### config.mk
export PLATFORM = sky130hd
export DESIGN_NAME = alu_share_arbiter
export DESIGN_NICKNAME = d
export VERILOG_FILES = /design/src/rtl/alu_share_arbiter.sv
export SDC_FILE = /design/constraint.sdc
export NUM_CORES = 1
export LEC_CHECK = 0
export ABC_AREA = 1
export CAP_MARGIN = 25
export CORE_MARGIN = 2
export CORE_UTILIZATION = 35
export CTS_CLUSTER_DIAMETER = 30
export DETAILED_ROUTE_END_ITERATION = 6
export GPL_TIMING_DRIVEN = 0
export PLACE_DENSITY = 0.77
export SYNTH_ARGS = -nofsm -noshare
export SYNTH_HDL_FRONTEND = slang
export SYNTH_SLANG_ARGS = --single-unit
export TNS_END_PERCENT = 100
### constraint.sdc
create_clock -name clk -period 3.3 [get_ports clk]
set_clock_uncertainty 0.2 [all_clocks]
set_input_delay 0.495 -clock clk [delete_from_list [all_inputs] [get_ports clk]]
set_output_delay 0.495 -clock clk [all_outputs]
set_load 0.02 [all_outputs]
### src/rtl/alu_share_arbiter.sv
// Round-robin share of one external ALU between two valid/ready requesters; one op in flight.
// Accept at T, EXEC at T+1, response valid at T+2; response held until rsp_ready, then IDLE.
module alu_share_arbiter #(
    parameter int DATA_W = 32,
    parameter int OP_W   = 4
) (
    input  logic              clk,
    input  logic              rst,
    input  logic              req0_valid,
    output logic              req0_ready,
    input  logic [OP_W-1:0]   req0_op,
    input  logic [DATA_W-1:0] req0_a,
    input  logic [DATA_W-1:0] req0_b,
    output logic              rsp0_valid,
    input  logic              rsp0_ready,
    output logic [DATA_W-1:0] rsp0_result,
    output logic              rsp0_ovf,
    input  logic              req1_valid,
    output logic              req1_ready,
    input  logic [OP_W-1:0]   req1_op,
    input  logic [DATA_W-1:0] req1_a,
    input  logic [DATA_W-1:0] req1_b,
    output logic              rsp1_valid,
    input  logic              rsp1_ready,
    output logic [DATA_W-1:0] rsp1_result,
    output logic              rsp1_ovf,
    output logic [OP_W-1:0]   alu_op,
    output logic [DATA_W-1:0] alu_data1,
    output logic [DATA_W-1:0] alu_data2,
    input  logic [DATA_W-1:0] alu_result,
    input  logic              alu_overflow
);

    typedef enum logic [1:0] {IDLE, EXEC, RESP} state_t;

    state_t              state;
    logic                last_grant;
    logic                gnt;
    logic [OP_W-1:0]     op_q;
    logic [DATA_W-1:0]   a_q;
    logic [DATA_W-1:0]   b_q;
    logic [DATA_W-1:0]   res_q;
    logic                ovf_q;

    logic win0;
    logic win1;
    logic rsp_rdy;
    logic arith_op;

    // A tie goes to the port that was not served last.
    always_comb begin
        win0     = req0_valid && (!req1_valid || last_grant);
        win1     = req1_valid && (!req0_valid || !last_grant);
        rsp_rdy  = gnt ? rsp1_ready : rsp0_ready;
        arith_op = (op_q == '0) || (op_q == OP_W'(1));
    end

    assign req0_ready = !rst && (state == IDLE) && win0;
    assign req1_ready = !rst && (state == IDLE) && win1;

    assign rsp0_valid  = (state == RESP) && !gnt;
    assign rsp1_valid  = (state == RESP) && gnt;
    assign rsp0_result = rsp0_valid ? res_q : '0;
    assign rsp1_result = rsp1_valid ? res_q : '0;
    assign rsp0_ovf    = rsp0_valid && ovf_q;
    assign rsp1_ovf    = rsp1_valid && ovf_q;

    assign alu_op    = op_q;
    assign alu_data1 = a_q;
    assign alu_data2 = b_q;

    always_ff @(posedge clk or posedge rst) begin
        if (rst) begin
            state      <= IDLE;
            last_grant <= 1'b1;
            gnt        <= 1'b0;
            op_q       <= '0;
            a_q        <= '0;
            b_q        <= '0;
            res_q      <= '0;
            ovf_q      <= 1'b0;
        end else begin
            case (state)
                IDLE: begin
                    if (win0 || win1) begin
                        gnt   <= win1;
                        op_q  <= win1 ? req1_op : req0_op;
                        a_q   <= win1 ? req1_a  : req0_a;
                        b_q   <= win1 ? req1_b  : req0_b;
                        state <= EXEC;
                    end
                end
                EXEC: begin
                    // The ALU overflow flag is only meaningful for add/sub.
                    res_q <= alu_result;
                    ovf_q <= arith_op && alu_overflow;
                    state <= RESP;
                end
                RESP: begin
                    if (rsp_rdy) begin
                        last_grant <= gnt;
                        state      <= IDLE;
                    end
                end
                default: state <= IDLE;
            endcase
        end
    end

endmodule

Yosys cells after proc, flatten, opt, wreduce, memory -nomap -nowiden
Cells that the tools add are included.
{"block": "classes", "n_eq_ne": 5, "n_mux": 9, "reduce_logical": 24}
{"op": "32-bit two-way mux", "n": 4}
{"op": "1-bit logical AND", "n": 10}
{"op": "2-bit case mux with 3 select lines", "n": 1}
{"op": "2-bit AND reduction", "n": 3}
{"op": "1-bit zero test", "n": 5}
{"op": "4-bit by 1-bit == test with 1-bit output (second input constant)", "n": 1}
{"op": "4-bit zero test", "n": 1}
{"op": "1-bit logical OR", "n": 4}
{"op": "2-bit two-way mux", "n": 2}
{"op": "4-bit two-way mux", "n": 1}
{"op": "2-bit by 1-bit == test with 1-bit output (second input constant)", "n": 1}
{"op": "2-bit == test (second input constant)", "n": 1}
{"op": "2-bit zero test", "n": 1}
{"op": "2-bit by 1-bit != test with 1-bit output (second input constant)", "n": 1}
{"op": "2-bit != test (second input constant)", "n": 1}
{"op": "1-bit two-way mux", "n": 1}
{"block": "totals", "reg_bits": 105, "inputBits": 175, "out_inout_bits": 138}

Longest topological paths before layout
Gate-level depths: netlist (run 1).
{"block": "depth", "ltp_word": 6, "mapped_depth": 6, "ltp_nobuf": 5}

Least setup slack after synthesis (run 1)
Ideal clock, no wire load.
{"block": "synth_path", "path_type": "input port to output port", "start": "in req1_valid", "end": "out req1_ready", "arrival_time_ns": 1.417, "required_ns": 2.605, "setup_slack_ns": 1.188, "cell_stages": 4, "n_path_buf": 2, "cell_sequence": "buf_2 -> nand2_1 -> buf_2 -> nor3_1"}
{"block": "synth_via", "elab_chain_len": 2}
{"item": "start: declaration", "line": "18", "source": "input logic req1_valid,"}
{"item": "1-bit logical AND", "line": "53", "source": "win1 = req1_valid && (!req0_valid || !last_grant);"}
{"item": "1-bit logical AND", "line": "59", "source": "assign req1_ready = !rst && (state == IDLE) && win1;"}
{"item": "end: declaration", "line": "19", "source": "output logic req1_ready,"}
No other way between the ends.

Worst setup path after layout (run 1)
{"block": "layout_path", "start": "in req0_valid", "end": "out req0_ready"}
{"block": "layout_via", "elab_chain_len": 2}
{"item": "start: declaration", "line": "9", "source": "input logic req0_valid,"}
{"item": "1-bit logical AND", "line": "52", "source": "win0 = req0_valid && (!req1_valid || last_grant);"}
{"item": "1-bit logical AND", "line": "58", "source": "assign req0_ready = !rst && (state == IDLE) && win0;"}
{"item": "end: declaration", "line": "10", "source": "output logic req0_ready,"}
No other way between the ends.

==> flow_metrics.env, run 1 <==
export IMPL_layout_drive_gt1_share_pct=5.36
export IMPL_grt_max_degree=43
export IMPL_max_freq_mhz=320
export IMPL_fillers=1491
export IMPL_wl_per_cell_um=14.1
export IMPL_drt_iter0_markers=245
export IMPL_dp_hpwl_um=15300
export IMPL_nNetsFinal=1327
export IMPL_final_common_cell="clkdlybuf4s50_1"
export IMPL_synth_seq_cells=105
export IMPL_worstMarginPinSlew_ns=0.713
export IMPL_critPathTopFamily="buffers and inverters"
export IMPL_critPathBufInv=3
export IMPL_cts_sinks=105
export IMPL_synthTopCellsByArea="dfrtp_1, nand2_1, nand3_1, inv_1, nor2_1"
export IMPL_setup_violations=0
export IMPL_clkTransAtPathRegs_ns=0.07
export IMPL_syn2layout_area_growth_pct=66.1
export IMPL_wl_um=19400
export IMPL_min_period_ns=3.12
export IMPL_seq_area_frac_synth_pct=46.7
export IMPL_grt_pass1_vias=5868
export IMPL_power_density_nw_per_um2=793
export IMPL_min_path_type="register to register"
export IMPL_layout_common_cells="clkdlybuf4s50_1, nand2_1, inv_1"
export IMPL_crit_path_end_kind="primary output"
export IMPL_grt_setup_unrepaired="false"
export IMPL_instances_no_fill=1373
export IMPL_grt_pass1_wl_um=29700
export IMPL_antenna_found_initial=0
export IMPL_critPathMaxFanout=10
export IMPL_portBuffers=311
export IMPL_die_x_um=131
export IMPL_ff_latch_area_um2=2630
export IMPL_std_cell_rows=46
export IMPL_vias=6181
export IMPL_min_to="alu_data2[11]"
export IMPL_cp_start_kind="primary input"
export IMPL_drv_cap=0
export IMPL_dp_cells=1357
export IMPL_path_cells="clkdlybuf4s50_1 > nor2_1 > nor2_4 > buf_2 > nand2_1 > nor2_1 > clkdlybuf4s50_1"
export IMPL_cts_root_buffer="clkbuf_16"
export IMPL_rrSetupSlack_ns=1.63
export IMPL_rr_startpoint="last_grant"
export IMPL_pre_cts_ws_ns=-0.117
export IMPL_leakagePower_nw=4.78
export IMPL_yosysWarningCount=0
export IMPL_via_per_inst=4.50
export IMPL_grt_use_total_pct=22.6
export IMPL_drc=0
export IMPL_total_power_mw=7.41
export IMPL_dieHeight_um=131
export IMPL_cp_required_ns=2.60
export IMPL_gp_congestion=0.822
export IMPL_worstHoldStart="alu_data2[11]"
export IMPL_clockBufferDepth=2
export IMPL_tritoncts="done"
export IMPL_synthesis_area_um2=5620
export IMPL_cp_data_arrival_time_ns=2.43
export IMPL_die_area_um2=17100
export IMPL_reg2reg_to="alu_data2[3]"
export IMPL_yosysTopAreaCellShare_pct=46.3
export IMPL_synth_cell_type_count=13
export IMPL_ant_nets=0
export IMPL_path_class="primary input to primary output"
export IMPL_period_share_pct=94.6
export IMPL_cts_hold_buffers=0
export IMPL_io_pin_count=313
export IMPL_overflow=0
export IMPL_synth_cells=828
export IMPL_antenna_cells=0
export IMPL_min_path_cells=2
export IMPL_htree_levels=3
export IMPL_syn_nets=1003
export IMPL_vdd_drop_max_v=0.000335
export IMPL_multiInputGateArea_um2=2110
export IMPL_final_util_pct=59.2
export IMPL_synth_area_per_cell_um2=6.79
export IMPL_start_util_pct=35.7
export IMPL_synth_area_leader_cell="dfrtp_1"
export IMPL_status="completed"
export IMPL_dr_pass1_iters=4
export IMPL_hold_slack_ns=0.282
export IMPL_reg2reg_depth=6
export IMPL_crit_slowest_cell="clkdlybuf4s50_1"
export IMPL_slowest_delay_ns=0.60
export IMPL_cts_made_buffers=9
export IMPL_cts_setup_buffers=0
export IMPL_fin_ws_ns=0.180
export IMPL_core_area_um2=15800
export IMPL_hold_viol_final=0
export IMPL_worstSkewPairLatency_ns=0.34
export IMPL_final_max_slew_viol_count=0
export IMPL_max_slew_margin_pct=52.4
-- layout make-up --
type / instances / area share (%)
tap: 216 / 2.89
sequential: 105 / 28.1
buffer: 49 / 2.48
timing repair buffer: 313 / 33.8
multi-input combinational: 497 / 22.6
inverter: 177 / 7.15
clock buffer: 9 / 2.41
clock inverter: 7 / 0.589
-- registers in the layout, summed over array words and instances (netlist names) --
signal and cells:
alu_data1 32, alu_data2 32, res_q 32, alu_op 4
state 2, gnt 1, last_grant 1, ovf_q 1
-- routing by layer --
layer,GRT usage (%),routed length (µm),vias to the layer above
met5,0,0,-
met4,6.38,369,0
met3,6.92,1790,23
met2,40.8,9710,238
met1,25.8,7540,2822
li1,-,-,3098
-- how the worst max path moves through the flow --
stage	startpoint	to	slack, ns	depth (start not counted)
2_1_floorplan	req1_valid	req1_ready	1.19	4
3_3_place_gp	req0_valid	req0_ready	-0.11	7
3_5_place_dp	req0_valid	req0_ready	-0.12	7
4_1_cts	req0_valid	req0_ready	0.05	7
5_1_grt	req0_valid	req0_ready	0.04	7
6_report	req0_valid	req0_ready	0.18	7
-- kinds of logic (layout without fill, tap and decap cells) --
kind of cell / after synthesis / in the layout / synth area share (%)
AOI/OAI and AO/OA: 36 / 36 / 3.27
and+or+nand+nor: 461 / 461 / 34.1
buffers and inverters: 226 / 555 / 15.9
DFF: 105 / 105 / 46.7
-- where the power goes --
group | switching [mW] | total (mW) | internal, mW
Clock | 0.511 | 1.03 | 0.518
Sequential | 0.318 | 2.26 | 1.94
Combinational | 2.40 | 4.12 | 1.72
Total | 3.23 | 7.41 | 4.18
-- Yosys cell counts (all sizes together) --
library cell	n
nor3	1
nand2	249
o21ai	36
clkbuf	11
dfrtp	104
nand3b	1
nand3	138
nor2	72
dfstp	1
buf	38
inv	177
-- metrics by stage --
stage                     setup TNS [ns]  instance area [µm²]
after global placement            -0.137                 9010
after CTS                              0                 9340
final                                  0                 9340
after floorplan                        0                 5630
after detailed placement          -0.152                 9050
after global routing                   0                 9340
-- tightest hold or removal path, stage by stage, from the launching register on --
cell     delay [ns]
dfrtp_1        0.35
nand2_1        0.05
nand2_1        0.05
-- what timing repair did --
| item | CTS | global route |
|---|---|---|
| hold endpoints to repair | 0 | 0 |
| endpoints found under the setup margin | 2 | 1 |
| resized for setup | 2 | 1 |
| pin swaps | 0 | 0 |
(Power assumes the default switching activity.)
==> run 2, diff against run 1 <==
--- a/config.mk
+++ b/config.mk
@@ -7,6 +7,7 @@
 export LEC_CHECK = 0
 export ABC_AREA = 1
 export CAP_MARGIN = 25
+export CORE_ASPECT_RATIO = 0.9
 export CORE_MARGIN = 2
 export CORE_UTILIZATION = 35
 export CTS_CLUSTER_DIAMETER = 30
==> run 2 against run 1 <==
Effect of this change:
- highest routed layer unchanged
- global-route usage up 1.3 points
- worst hold slack lost 0.0050 ns
- the flow now finishes with violations (design-rule violations)
- critical endpoint unchanged
- combinational power hardly changed
- sequential cell count stayed put
- critical path type unchanged
==> flow_metrics.env, run 2 (synthesis gave the netlist of run 1 again) <==
export IMPL_status="finished with violations"
export IMPL_violations="design-rule violations"
export IMPL_hold_slack_ns=0.277
export IMPL_max_slew_margin_pct=59.0
export IMPL_critPathBufInv=3
export IMPL_htree_levels=3
export IMPL_cp_required_ns=2.60
export IMPL_vdd_drop_max_v=0.000425
export IMPL_cts_sinks=105
export IMPL_antenna_found_initial=0
export IMPL_dieHeight_um=124
export IMPL_period_share_pct=94.3
export IMPL_cp_data_arrival_time_ns=2.42
export IMPL_drv_cap=0
export IMPL_path_cells="clkdlybuf4s50_1 > nor2_1 > nor2_4 > buf_2 > nand2_1 > nor2_1 > clkdlybuf4s50_1"
export IMPL_grt_use_total_pct=23.8
export IMPL_slowest_delay_ns=0.61
export IMPL_max_freq_mhz=321
export IMPL_layout_common_cells="clkdlybuf4s50_1, nand2_1, inv_1"
export IMPL_syn2layout_area_growth_pct=67.2
export IMPL_total_power_mw=7.64
export IMPL_dp_cells=1344
export IMPL_core_area_um2=15500
export IMPL_drc=6
export IMPL_gp_congestion=0.859
export IMPL_critPathMaxFanout=10
export IMPL_layout_drive_gt1_share_pct=5.27
export IMPL_cts_hold_buffers=0
export IMPL_final_util_pct=60.5
export IMPL_cp_start_kind="primary input"
export IMPL_wl_per_cell_um=14.6
export IMPL_start_util_pct=36.2
export IMPL_fin_ws_ns=0.189
export IMPL_min_period_ns=3.11
export IMPL_setup_violations=0
export IMPL_vias=6236
export IMPL_instances_no_fill=1360
export IMPL_clockBufferDepth=2
export IMPL_die_x_um=138
export IMPL_clkTransAtPathRegs_ns=0.06
export IMPL_grt_pass1_wl_um=31500
export IMPL_pre_cts_ws_ns=-0.0919
export IMPL_worstSkewPairLatency_ns=0.35
export IMPL_min_path_type="register to register"
export IMPL_power_density_nw_per_um2=813
export IMPL_via_per_inst=4.59
export IMPL_worstMarginPinSlew_ns=0.614
export IMPL_portBuffers=311
export IMPL_grt_max_degree=31
export IMPL_grt_setup_unrepaired="false"
export IMPL_die_area_um2=17100
export IMPL_std_cell_rows=43
export IMPL_dr_pass1_iters=7
export IMPL_cts_root_buffer="clkbuf_16"
export IMPL_critPathTopFamily="buffers and inverters"
export IMPL_wl_um=19800
export IMPL_antenna_cells=0
export IMPL_final_max_slew_viol_count=0
export IMPL_crit_path_end_kind="primary output"
export IMPL_io_pin_count=313
export IMPL_path_class="primary input to primary output"
export IMPL_nNetsFinal=1328
export IMPL_grt_pass1_vias=6046
export IMPL_cts_made_buffers=9
export IMPL_drt_iter0_markers=257
export IMPL_final_common_cell="clkdlybuf4s50_1"
export IMPL_ant_nets=0
export IMPL_crit_slowest_cell="clkdlybuf4s50_1"
export IMPL_hold_viol_final=0
export IMPL_leakagePower_nw=4.81
export IMPL_overflow=0
export IMPL_tritoncts="done"
export IMPL_dp_hpwl_um=15700
==> run 2: cell count changes in the layout (fill, tap and decap cells not counted), sizes merged <==
cell / previous run / this run
bufinv: 0 / 3
clkinv: 4 / 1
clkbuf: 20 / 22
buf: 40 / 41
clkinvlp: 3 / 2
inv: 177 / 176
==> run 2: worst min-delay path: cells and delay by family (launching register included) <==
| kind | cells | cell delay (ns) |
|---|---|---|
| and+or+nand+nor | 2 | 0.10 |
| DFF | 1 | 0.34 |
==> run 2: final cells by class <==
cell class | count | area, µm²
tap | 202 | 253
timing repair buffer | 314 | 3170
buffer | 49 | 231
inverter | 177 | 668
multi-input combinational | 497 | 2110
clock buffer | 11 | 233
sequential | 105 | 2630
clock inverter | 5 | 106
fill | 1456 | 6150
==> run 2: path summary, 6_finish.rpt <==
| path | startpoint | endpoint | slack (ns) | cells after the start |
|---|---|---|---|---|
| max | req0_valid | req0_ready | 0.19 | 7 |
| min | alu_data2[28] | alu_data2[28] | 0.28 | 2 |
| max reg2reg | last_grant | alu_data2[8] | 1.58 | 6 |
| min reg2reg | alu_data2[28] | alu_data2[28] | 0.28 | 2 |
| max in group asynchronous | rst | last_grant | 1.66 | 4 |
| min in group asynchronous | rst | alu_data2[9] | 0.43 | 2 |
==> run 2: per-layer routing <==
layer  GRT usage (%)  wire, µm  vias up  share of wire (%)
met2            42.4      9790      266                 49
met1            26.0      7360     2833                 37
met3            8.63      2140       38                 11
li1                -         -     3099                  -
met4            7.76       538        0                2.7
met5               0         0        -                  0
==> run 2: repair_timing <==
item / in CTS / in global routing
endpoints found under the setup margin: 2 / 2
resized for setup: 1 / 2
buffers inserted: 0 / 0
==> run 2: power by group <==
part	total [mW]	leakage [nW]	switching [mW]	internal, mW
combinational	4.15	3.38	2.42	1.73
clock	1.23	0.160	0.489	0.744
sequential	2.26	1.28	0.319	1.94
==> run 2: stage by stage <==
stage               cell area (µm²)  TNS, ns
detailed placement             9050   -0.163
finish                         9400        0
floorplan                      5630        0
global route                   9400        0
CTS                            9400        0
global placement               8990   -0.143
